$ cat src/rtl/denise_bitplane_latch_if.sv
// denise_bitplane_latch_if: register-bus side and shifter-side signals
// master drives the bus, slave is the latch
`timescale 1ns/1ps
interface denise_bitplane_latch_if #(
  parameter int PLANES = 8
);
  logic                  clk7_en;
  logic                  c1;
  logic                  c3;
  logic [7:0]            reg_address_in;
  logic [15:0]           data_in;
  logic [1:0]            fmode;
  logic                  line_start;
  logic                  load;
  logic [64*PLANES-1:0]  bpl_data;
  logic                  armed;

  modport master (
    output clk7_en, c1, c3,
    output reg_address_in, data_in,
    output fmode, line_start,
    input  load, bpl_data, armed
  );

  modport slave (
    input  clk7_en, c1, c3,
    input  reg_address_in, data_in,
    input  fmode, line_start,
    output load, bpl_data, armed
  );
endinterface

$ cat src/rtl/denise_bitplane_latch.sv
// denise_bitplane_latch: BPLxDAT capture, 64-bit assembly, shifter load
// Macro DENISE_BPL_AGA_EN enables fmode-driven 2/4-word fetches
`timescale 1ns/1ps
module denise_bitplane_latch #(
  parameter int         PLANES      = 8,
  parameter logic [7:0] BPLDAT_BASE = 8'h88
) (
  input  logic                    clk,
  input  logic                    reset_n,
  denise_bitplane_latch_if.slave  bus
);

  typedef enum logic {S_IDLE, S_PEND} state_t;

  state_t               r_state;
  logic                 r_load;
  logic                 r_armed;
  logic [64*PLANES-1:0] r_bank;
  logic [63:0]          r_hold     [PLANES];
  logic [63:0]          w_hold_nxt [PLANES];
  logic [PLANES-1:0]    w_wr;
  logic [PLANES-1:0]    w_done;
  logic                 w_capture;

`ifdef DENISE_BPL_AGA_EN
  logic [1:0] r_wc     [PLANES];
  logic [1:0] w_wc_nxt [PLANES];
  logic [1:0] w_idx    [PLANES];
  logic [1:0] w_last;

  // last word index of a fetch for the current fmode
  always_comb begin
    w_last = 2'd0;
    unique case (bus.fmode)
      2'b00:        w_last = 2'd0;
      2'b01, 2'b10: w_last = 2'd1;
      2'b11:        w_last = 2'd3;
    endcase
  end

  // slot select, first-word zeroing and counter advance per plane
  always_comb begin
    for (int n = 0; n < PLANES; n++) begin
      w_wr[n] = bus.clk7_en &&
        (bus.reg_address_in == BPLDAT_BASE + 8'(n));
      w_idx[n] = bus.line_start ? 2'd0 : r_wc[n];
      w_hold_nxt[n] = r_hold[n];
      w_wc_nxt[n] = w_idx[n];
      w_done[n] = 1'b0;
      if (w_wr[n]) begin
        if (w_idx[n] == 2'd0) begin
          if (w_last == 2'd0)
            w_hold_nxt[n][47:0] = '0;
          else if (w_last == 2'd1)
            w_hold_nxt[n][31:0] = '0;
        end
        unique case (w_idx[n])
          2'd0: w_hold_nxt[n][63:48] = bus.data_in;
          2'd1: w_hold_nxt[n][47:32] = bus.data_in;
          2'd2: w_hold_nxt[n][31:16] = bus.data_in;
          2'd3: w_hold_nxt[n][15:0]  = bus.data_in;
        endcase
        w_done[n] = (w_idx[n] == w_last);
        w_wc_nxt[n] = w_done[n] ? 2'd0 : w_idx[n] + 2'd1;
      end
    end
  end

  // word counters; line_start folds in through w_idx
  always_ff @(posedge clk or negedge reset_n) begin
    if (!reset_n) begin
      for (int n = 0; n < PLANES; n++)
        r_wc[n] <= 2'd0;
    end else begin
      for (int n = 0; n < PLANES; n++)
        r_wc[n] <= w_wc_nxt[n];
    end
  end
`else
  logic w_unused;
  assign w_unused = ^{bus.fmode, bus.line_start};

  // single-word fetch: every write lands in [63:48] and completes
  always_comb begin
    for (int n = 0; n < PLANES; n++) begin
      w_wr[n] = bus.clk7_en &&
        (bus.reg_address_in == BPLDAT_BASE + 8'(n));
      w_hold_nxt[n] = r_hold[n];
      w_done[n] = 1'b0;
      if (w_wr[n]) begin
        w_hold_nxt[n] = {bus.data_in, 48'h0};
        w_done[n] = 1'b1;
      end
    end
  end
`endif

  // per-plane holding registers
  always_ff @(posedge clk or negedge reset_n) begin
    if (!reset_n) begin
      for (int n = 0; n < PLANES; n++)
        r_hold[n] <= '0;
    end else begin
      for (int n = 0; n < PLANES; n++)
        r_hold[n] <= w_hold_nxt[n];
    end
  end

  assign w_capture = r_load & ~bus.c1 & ~bus.c3;

  // transfer FSM: plane-1 completion arms, capture slot disarms
  always_ff @(posedge clk or negedge reset_n) begin
    if (!reset_n) begin
      r_state <= S_IDLE;
      r_load  <= 1'b0;
      r_armed <= 1'b0;
      r_bank  <= '0;
    end else begin
      unique case (r_state)
        S_IDLE: begin
          if (w_done[0]) begin
            r_state <= S_PEND;
            r_load  <= 1'b1;
            r_armed <= 1'b1;
            for (int n = 0; n < PLANES; n++)
              r_bank[64*n +: 64] <= w_hold_nxt[n];
          end
        end
        S_PEND: begin
          if (w_done[0]) begin
            for (int n = 0; n < PLANES; n++)
              r_bank[64*n +: 64] <= w_hold_nxt[n];
          end else if (w_capture) begin
            r_state <= S_IDLE;
            r_load  <= 1'b0;
            r_armed <= 1'b0;
          end
        end
      endcase
    end
  end

  assign bus.load     = r_load;
  assign bus.armed    = r_armed;
  assign bus.bpl_data = r_bank;

endmodule

$ cat src/flat_wrapper.sv
// flat-port wrapper written by rule: the top's interface ports become plain ports
module denise_bitplane_latch_flat 
#(
  parameter int         PLANES      = 8,
  parameter logic [7:0] BPLDAT_BASE = 8'h88
)
  (clk, reset_n, bus_clk7_en, bus_c1, bus_c3, bus_reg_address_in, bus_data_in, bus_fmode, bus_line_start, bus_load, bus_bpl_data, bus_armed);
  denise_bitplane_latch_if #(.PLANES(PLANES)) bus_i ();
  input  logic clk;
  input  logic reset_n;
  input wire logic [$bits(bus_i.clk7_en)-1:0] bus_clk7_en;
  input wire logic [$bits(bus_i.c1)-1:0] bus_c1;
  input wire logic [$bits(bus_i.c3)-1:0] bus_c3;
  input wire logic [$bits(bus_i.reg_address_in)-1:0] bus_reg_address_in;
  input wire logic [$bits(bus_i.data_in)-1:0] bus_data_in;
  input wire logic [$bits(bus_i.fmode)-1:0] bus_fmode;
  input wire logic [$bits(bus_i.line_start)-1:0] bus_line_start;
  output wire logic [$bits(bus_i.load)-1:0] bus_load;
  output wire logic [$bits(bus_i.bpl_data)-1:0] bus_bpl_data;
  output wire logic [$bits(bus_i.armed)-1:0] bus_armed;
  assign bus_i.clk7_en = bus_clk7_en;
  assign bus_i.c1 = bus_c1;
  assign bus_i.c3 = bus_c3;
  assign bus_i.reg_address_in = bus_reg_address_in;
  assign bus_i.data_in = bus_data_in;
  assign bus_i.fmode = bus_fmode;
  assign bus_i.line_start = bus_line_start;
  assign bus_load = bus_i.load;
  assign bus_bpl_data = bus_i.bpl_data;
  assign bus_armed = bus_i.armed;
  denise_bitplane_latch #(.PLANES(PLANES), .BPLDAT_BASE(BPLDAT_BASE)) u_core (.clk(clk), .reset_n(reset_n), .bus(bus_i));
endmodule
$ cat config.mk
export PLATFORM = sky130hd
export DESIGN_NAME = denise_bitplane_latch_flat
export DESIGN_NICKNAME = d
export VERILOG_FILES = /design/src/rtl/denise_bitplane_latch_if.sv /design/src/rtl/denise_bitplane_latch.sv /design/src/flat_wrapper.sv
export SDC_FILE = /design/constraint.sdc
export NUM_CORES = 1
export LEC_CHECK = 0
export CAP_MARGIN = 20
export CORE_MARGIN = 3
export CORE_UTILIZATION = 35
export CTS_CLUSTER_DIAMETER = 150
export DETAILED_ROUTE_END_ITERATION = 10
export GPL_TIMING_DRIVEN = 1
export SYNTH_ARGS = -nofsm -noshare
export SYNTH_HDL_FRONTEND = slang
export SYNTH_SLANG_ARGS = --single-unit
$ cat constraint.sdc
create_clock -name clk -period 0.8 [get_ports clk]
set_input_delay 0.12 -clock clk [delete_from_list [all_inputs] [get_ports clk]]
set_output_delay 0.12 -clock clk [all_outputs]
set_load 0.03 [all_outputs]
## Yosys cells after proc, flatten, opt, wreduce, memory -nomap -nowiden

Cells that the tools add are included.

| storage, ports and cells | value |
|---|---|
| output and inout port bits | 514 |
| bits in registers | 1026 |
| word-level logic and storage cells | 54 |

| operators by class | value |
|---|---|
| equality and inequality tests | 11 |
| reductions and logical operators | 9 |
| bitwise operators | 5 |
| multiplexer cells | 18 |

Operator list:

| cell | number |
|---|---|
| $mux W512 | 1 |
| $mux W64 | 8 |
| $eq A8 B8 Y1 const B | 8 |
| $logic_and A1 B1 Y1 | 8 |
| $mux W1 | 7 |
| $ne A2 B2 Y1 const B | 2 |
| $pmux W1 S2 | 2 |
| $not A1 Y1 | 3 |
| $reduce_and A3 Y1 | 1 |
| $and A1 B1 Y1 | 2 |
| $ne A2 B1 Y1 const B | 1 |

## Depth between registers and ports, before layout

Gate-level depths: netlist of the first run.

| depth | value |
|---|---|
| depth after elaboration | 6 |
| depth in mapped cells | 7 |
| mapped depth without buffers | 3 |

## Worst setup path before layout of the first run

No wires, ideal clock.

| timing | value |
|---|---|
| path kind | in2reg |
| start | input port bus_reg_address_in[5] |
| end | register u_core.r_bank[100], in the netlist u_core.bus.bpl_data[100] |
| buffers on the path | 4 |
| required time | 0.675 ns |
| stages | 7 |
| setup slack | -1.346 ns |
| data arrival time | 2.021 ns |
| cells stage by stage | or4b_1 > buf_2 > or4_4 > buf_6 > buf_6 > buf_6 > mux2_4 |

| between the ends | value |
|---|---|
| longest elaborated chain between the ends | 4 |
| elaborated cells on any way between the ends | 7 |
| classes of those cells | eq/ne (2); mux (3); reduce/logical (2) |

RTL lines:

| item | RTL line | source |
|---|---|---|
| start: declaration | flat_wrapper.sv:14 | `input wire logic [$bits(bus_i.reg_address_in)-1:0] bus_reg_address_in;` |
| $eq A8 B8 Y1 | denise_bitplane_latch.sv:87 | `(bus.reg_address_in == BPLDAT_BASE + 8'(n));` |
| $logic_and A1 B1 Y1 | denise_bitplane_latch.sv:86 | `w_wr[n] = bus.clk7_en &&` |
| $mux W64 | denise_bitplane_latch.sv:90 | `if (w_wr[n]) begin` |
| $mux W512 | denise_bitplane_latch.sv:121, denise_bitplane_latch.sv:130 |  |
| end signal: indexed assignment | denise_bitplane_latch.sv:126 | `r_bank[64*n +: 64] <= w_hold_nxt[n];` |
| end signal: indexed assignment | denise_bitplane_latch.sv:132 | `r_bank[64*n +: 64] <= w_hold_nxt[n];` |
| end: declaration | denise_bitplane_latch.sv:18 | `logic [64*PLANES-1:0] r_bank;` |

Parallel ways exist; a longest one is shown, timed or not. The select of a mux whose other input is x is not followed.
A chain may end at the register's enable or synchronous reset.

## Final worst setup path of the first run

| timing | value |
|---|---|
| start | input port bus_reg_address_in[5] |
| end | register u_core.r_bank[266], in the netlist u_core.bus.bpl_data[266] |

The elaborated chain is that of the path after synthesis.

==> impl_metrics.yaml, run 1 <==
outcome:
  status: "complete, but fails checks"
  violations: "setup timing"
timing:
  hold_violations: 0
  fin_ws_ps: -952.0
  max_slew.worst_pin.slew_ps: 478.6
  maxSlewHeadroom_pct: 68.10
  fmax_mhz: 570.8
  fin_skew_ps: 13.53
  drv_slew: 0
  setup_viol: 1476
  fin_crit_ps: 1752
  fin_crit_sh_pct: 219.0
  fin_setup_tns_ps: -1028020
  rsz0062_at_grt: "yes"
placement:
  dp_hpwl_um: 58350
  dp_slack_ps: -1794
  port_buffers: 542
  gp_congestion: 0.7929
  dp_cells: 3974
cells_and_area:
  synthToLayoutAreaGrowth_pct: 33.31
  fin_util_pct: 47.11
  drive_gt1_share_pct: 51.05
  fin_nets: 2805
  n_fill_cell: 8538
  final_cells: 4217
detailed_routing:
  ant_nets: 0
  avgRoutedWirePerCell_um: 21.32
  drt_iter0_markers: 804
  num_vias: 18713
  drc: 0
  via_per_inst: 4.438
  drt_pass1_iterations: 6
  wl_um: 89930
setup_path:
  cp-start-kind: "input pin"
  cp_num_buf_inv: 5
  crit_fanout: 5
  crit_path_end_kind: "flip-flop"
  slowest_stage: "or4b_4"
  worstReg2RegEnd: "u_core.r_state$_DFF_PN0_"
  rr_worst_depth: 4
  r2r_slack_ps: -240
  cp_top_family: "simple AND/OR/NAND/NOR gates"
  crit_type: "input pin to flip-flop"
  cp-startpoint: "bus_reg_address_in[5]"
  r2r-start: "u_core.bus.load$_DFFE_PN0P_"
  cp_data_required_time_ps: 1350
  worstPathCellList: "buf_6 > or4b_4 > or4_4 > buf_16 > buf_16 > buf_6 > clkbuf_16 > mux2_4"
  worst-path-stages: 8
  cp_data_arrival_time_ps: 2300
  cpPeakStageDelay_ps: 570
synthesis:
  synth_edf_count: 0
  yosysTopAreaCell: "dfrtp_1"
  netlist_instances: 2045
  yosysMostFrequentCell: "dfrtp_1"
  ys_seq_elements: 962
  syn_avg_cell_area_um2: 17.33
  synthTopCellsByArea: "dfrtp_1 68%, mux2_4 18%, mux2_2 5.1%"
  yosys.area.top_type_share_pct: 67.92
  synthFlopType: "dfrtp_1"
  syn-num-nets: 2077
  syn_area_mm2: 0.03545
  ys_seq_area_share_pct: 67.92
  ys_types: 22
  synth_common_cells: "962 x dfrtp_1, 416 x mux2_4, 288 x nor2b_1, 160 x mux2_2, 96 x and2_1"
  ys_async_sr_fraction_pct: 100.0
  yosysWarnings: 0
floorplan:
  ioPinCount: 546
  num_rows: 116
  dieWidth_um: 324.2
  core_area_mm2: 0.1003
  dieArea_mm2: 0.1051
  start_util_pct: 35.34
  die_h_um: 324.2
clock_network:
  htree_levels: 3
  cts_tree: "done"
  cts.sinks: 962
  numCtsBuffers: 101
  root_buffer: "clkbuf_16"
  clk_latency_ps: 660
  cts.path.max_buffers: 3
  path_clk_slew_ps: 60
flow_run:
  cap_violations: 0
global_route:
  grt_pass1_wl_um: 132900
  grt_usage_pct: 16.68
  overflow: 0
  grt_pass1_vias: 20469
  antenna_found_initial: 7
  grt_max_degree: 85
power:
  ir_worst_vdd_mv: 1.785
  power.leakage_nw: 26.08
  power_density_mw_per_mm2: 2127
  power_mw: 100.5
hold_path:
  hp-class: "input pin to flip-flop"
  hold_depth: 3
  hold_end: "u_core.r_state$_DFF_PN0_"
  min-delay-start: "bus_c3"
[kinds of logic after synthesis]
group | count (synthesis) | synth area share, %
buffers and inverters | 105 | 2.189
multiplexers | 576 | 22.70
AO/OA/AOI/OAI | 3 | 0.06001
flip-flops | 962 | 67.92
AND/OR/NAND/NOR | 399 | 7.131
[how the worst max path moves through the flow]
stage,slack (ps),endpoint
final,-950,u_core.bus.bpl_data[266]$_DFFE_PN0P_
after detailed placement,-1790,u_core.bus.bpl_data[220]$_DFFE_PN0P_
after global routing,-920,u_core.bus.bpl_data[97]$_DFFE_PN0P_
after CTS,-900,u_core.bus.bpl_data[382]$_DFFE_PN0P_
after floorplan,-1330,u_core.bus.bpl_data[195]$_DFFE_PN0P_
after global placement,-1770,u_core.bus.bpl_data[318]$_DFFE_PN0P_
[flip-flops by register name, indices dropped and copies added (netlist names)]
signal and flops:
u_core.r_state 1, u_core.bus.bpl_data 512, u_core.bus.load 1, u_core.r_hold 448
[timing repair]
| action | in CTS | in global routing |
|---|---|---|
| pin swaps | 1 | 1 |
| gates cloned | 22 | 10 |
| resized for setup | 67 | 19 |
| endpoints found under the setup margin | 1476 | 1476 |
| endpoints found under the hold margin | 962 | 0 |
| hold buffers | 1 | 0 |
| buffers inserted | 18 | 7 |
[cell usage in the layout, fill, tap and decap left out, drive strengths merged, types with 4 or more instances in the layout]
| master | count |
|---|---|
| clkinv | 18 |
| inv | 6 |
| diode | 6 |
| clkdlybuf4s50 | 22 |
| and2 | 96 |
| bufbuf | 4 |
| nor2b | 288 |
| bufinv | 12 |
| clkbuf | 155 |
| nor3 | 6 |
| dfrtp | 962 |
| buf | 693 |
| mux2 | 576 |
[layer usage]
metal / GRT usage (%) / up-vias / part of all wire, %
met5: 0 / - / 0.014
met4: 6.372 / 2 / 3.2
met3: 4.672 / 141 / 6.4
met2: 26.63 / 459 / 47
met1: 21.67 / 9768 / 43
li1: - / 8343 / -
[cell type report]
| class | count | area [um^2] | area share, % |
|---|---|---|---|
| diodes | 6 | 15.01 | 0.03178 |
| clock buffers | 147 | 2962 | 6.268 |
| clock inverters | 37 | 524.3 | 1.109 |
| inverters | 1 | 3.754 | 0.007944 |
| multi-input cells | 978 | 10660 | 22.55 |
| flip-flops and latches | 962 | 24070 | 50.95 |
| well taps | 1357 | 1698 | 3.593 |
| repair buffers | 729 | 7318 | 15.49 |
[report_power, final]
group          internal, mW  switching [mW]  total, mW
clock network          29.5            19.2       48.7
registers              49.0           0.198       49.2
logic                 0.963            1.62       2.59
[worst min-delay path, stage by stage]
cell             delay (ps)
clkdlybuf4s50_1         480
nor3b_1                  50
o21ai_0                 130
[through the flow]
stage	hold slack, ps	area [um^2]
final	160.2	47250
after CTS	94.49	46940
after floorplan	-175.6	35480
after global routing	138.9	47240
after global placement	265.9	42450
after detailed placement	273.3	42450
No activity file was read; power rests on OpenSTA's default activity.
==> inputs of run 2 (changes only) <==
Settings changed: CORE_UTILIZATION 35 to 48, PLACE_DENSITY from default to 0.75.
==> run 2 against run 1 <==
Against the previous run:
- the flow still finishes with violations (setup timing)
- sequential share of layout area up 0.99 points
- clock-buffer cell count down 21
- clock skew up 9.7 ps
- sequential power about the same
- core utilization up 16 points
- die area down 27%
- maximum frequency up 12%
- critical endpoint is now u_core.bus.bpl_data[404]$_DFFE_PN0P_
- largest cell class unchanged
==> impl_metrics.yaml, run 2 (synthesized netlist as in run 1, its figures left out) <==
floorplan:
  dieArea_mm2: 0.07714
  num_rows: 99
  start_util_pct: 48.50
  die_h_um: 277.7
  dieWidth_um: 277.7
  core_area_mm2: 0.07308
  ioPinCount: 546
detailed_routing:
  drt_iter0_markers: 829
  num_vias: 18846
  drt_pass1_iterations: 4
  avgRoutedWirePerCell_um: 22.24
  ant_nets: 0
  via_per_inst: 4.954
  wl_um: 84610
  drc: 0
outcome:
  status: "complete, but fails checks"
  violations: "setup timing"
cells_and_area:
  fin_util_pct: 63.42
  layout_common_cells: "961 x dfrtp_1, 588 x buf_4, 416 x mux2_4"
  largest_register_ffs: 512
  fin_nets: 2797
  synthToLayoutAreaGrowth_pct: 30.76
  layout_commonest_cell: "dfrtp_1"
  final_cells: 3804
  antennaDiodeCount: 0
  design_area_mm2: 0.04635
  drive_gt1_share_pct: 51.00
hold_path:
  hp-class: "input pin to flip-flop"
timing:
  fin_setup_tns_ps: -880700
  maxSlewHeadroom_pct: 68.76
  setup_viol: 1480
  hold_violations: 0
  rsz0062_at_grt: "yes"
  fin_ws_ps: -771.3
  fmax_mhz: 636.4
  fin_skew_ps: 23.21
  fin_crit_sh_pct: 196.4
  fin_crit_ps: 1571
  max_slew.worst_pin.slew_ps: 468.6
  fin_hold_ws_ps: 222.6
  drv_slew: 0
flow_run:
  cap_violations: 0
clock_network:
  cts_tree: "done"
  htree_levels: 3
  cts.path.max_buffers: 3
  path_clk_slew_ps: 60
  numCtsBuffers: 96
  cts.sinks: 962
  clk_latency_ps: 640
  root_buffer: "clkbuf_16"
global_route:
  grt_pass1_vias: 20455
  antenna_found_initial: 1
  grt_max_degree: 65
  grt_pass1_wl_um: 125700
  grt_usage_pct: 20.87
  overflow: 0
power:
  power_mw: 99.47
  power_density_mw_per_mm2: 2146
  power.leakage_nw: 25.92
  ir_worst_vdd_mv: 1.434
placement:
  dp_slack_ps: -1702
  gp_congestion: 0.8066
  dp_hpwl_um: 54180
  postPlaceCellArea_mm2: 0.04186
  dp_cells: 3582
  port_buffers: 542
setup_path:
  cp-start-kind: "input pin"
  crit_path_end_kind: "flip-flop"
  crit_fanout: 13
  crit_type: "input pin to flip-flop"
  cp_data_required_time_ps: 1320
  cp_data_arrival_time_ps: 2090
-- run 2: final cells by class --
cell class                 instances  area, um^2
timing repair buffer             726        7004
sequential                       962       24070
multi-input combinational        978       10640
inverter                           1       3.754
fill                            5065       26740
clock buffer                     126        2696
clock inverter                    52       726.9
tap                              959        1200
-- run 2: worst max-delay path, cell delays in order --
cell	delay, ps
buf_6	90
or4b_4	530
or4_4	440
buf_12	190
clkbuf_16	210
buf_16	170
mux2_4	310
-- run 2: worst paths after layout --
check / startpoint / end / slack (ps) / cells past startpoint
min in group asynchronous: reset_n / u_core.r_hold[11]$_DFF_PN0_ / 250 / 4
worst min register to register: u_core.r_hold[442]$_DFF_PN0_ / u_core.bus.bpl_data[122]$_DFFE_PN0P_ / 480 / 1
worst max register to register: u_core.bus.load$_DFFE_PN0P_ / u_core.r_state$_DFF_PN0_ / -140 / 3
max in group asynchronous: reset_n / u_core.bus.bpl_data[404]$_DFFE_PN0P_ / -90 / 4
worst max-delay path: bus_reg_address_in[5] / u_core.bus.bpl_data[404]$_DFFE_PN0P_ / -770 / 7
worst min-delay path: bus_c1 / u_core.r_state$_DFF_PN0_ / 220 / 3
-- run 2: power by group --
group	switching [mW]	internal (mW)
sequential	0.193	49.0
combinational	1.58	0.997
clock	18.9	28.8
-- run 2: repair_timing --
item                                     CTS  global route
pin swaps                                  0             2
resized for setup                         26            30
endpoints found under the hold margin    962             0
buffers inserted                           2             4
cloned                                     4            31
endpoints found under the setup margin  1476          1518
hold buffers                               3             0
-- run 2: metal layers --
layer | vias to the layer above | wire (um) | track usage (%) | part of all wire [%]
met2 | 478 | 41130 | 33.92 | 49
met5 | - | 0 | 0 | 0
met4 | 0 | 2945 | 7.960 | 3.5
met3 | 138 | 4398 | 4.789 | 5.2
met1 | 9937 | 36140 | 27.51 | 43
li1 | 8293 | - | - | -
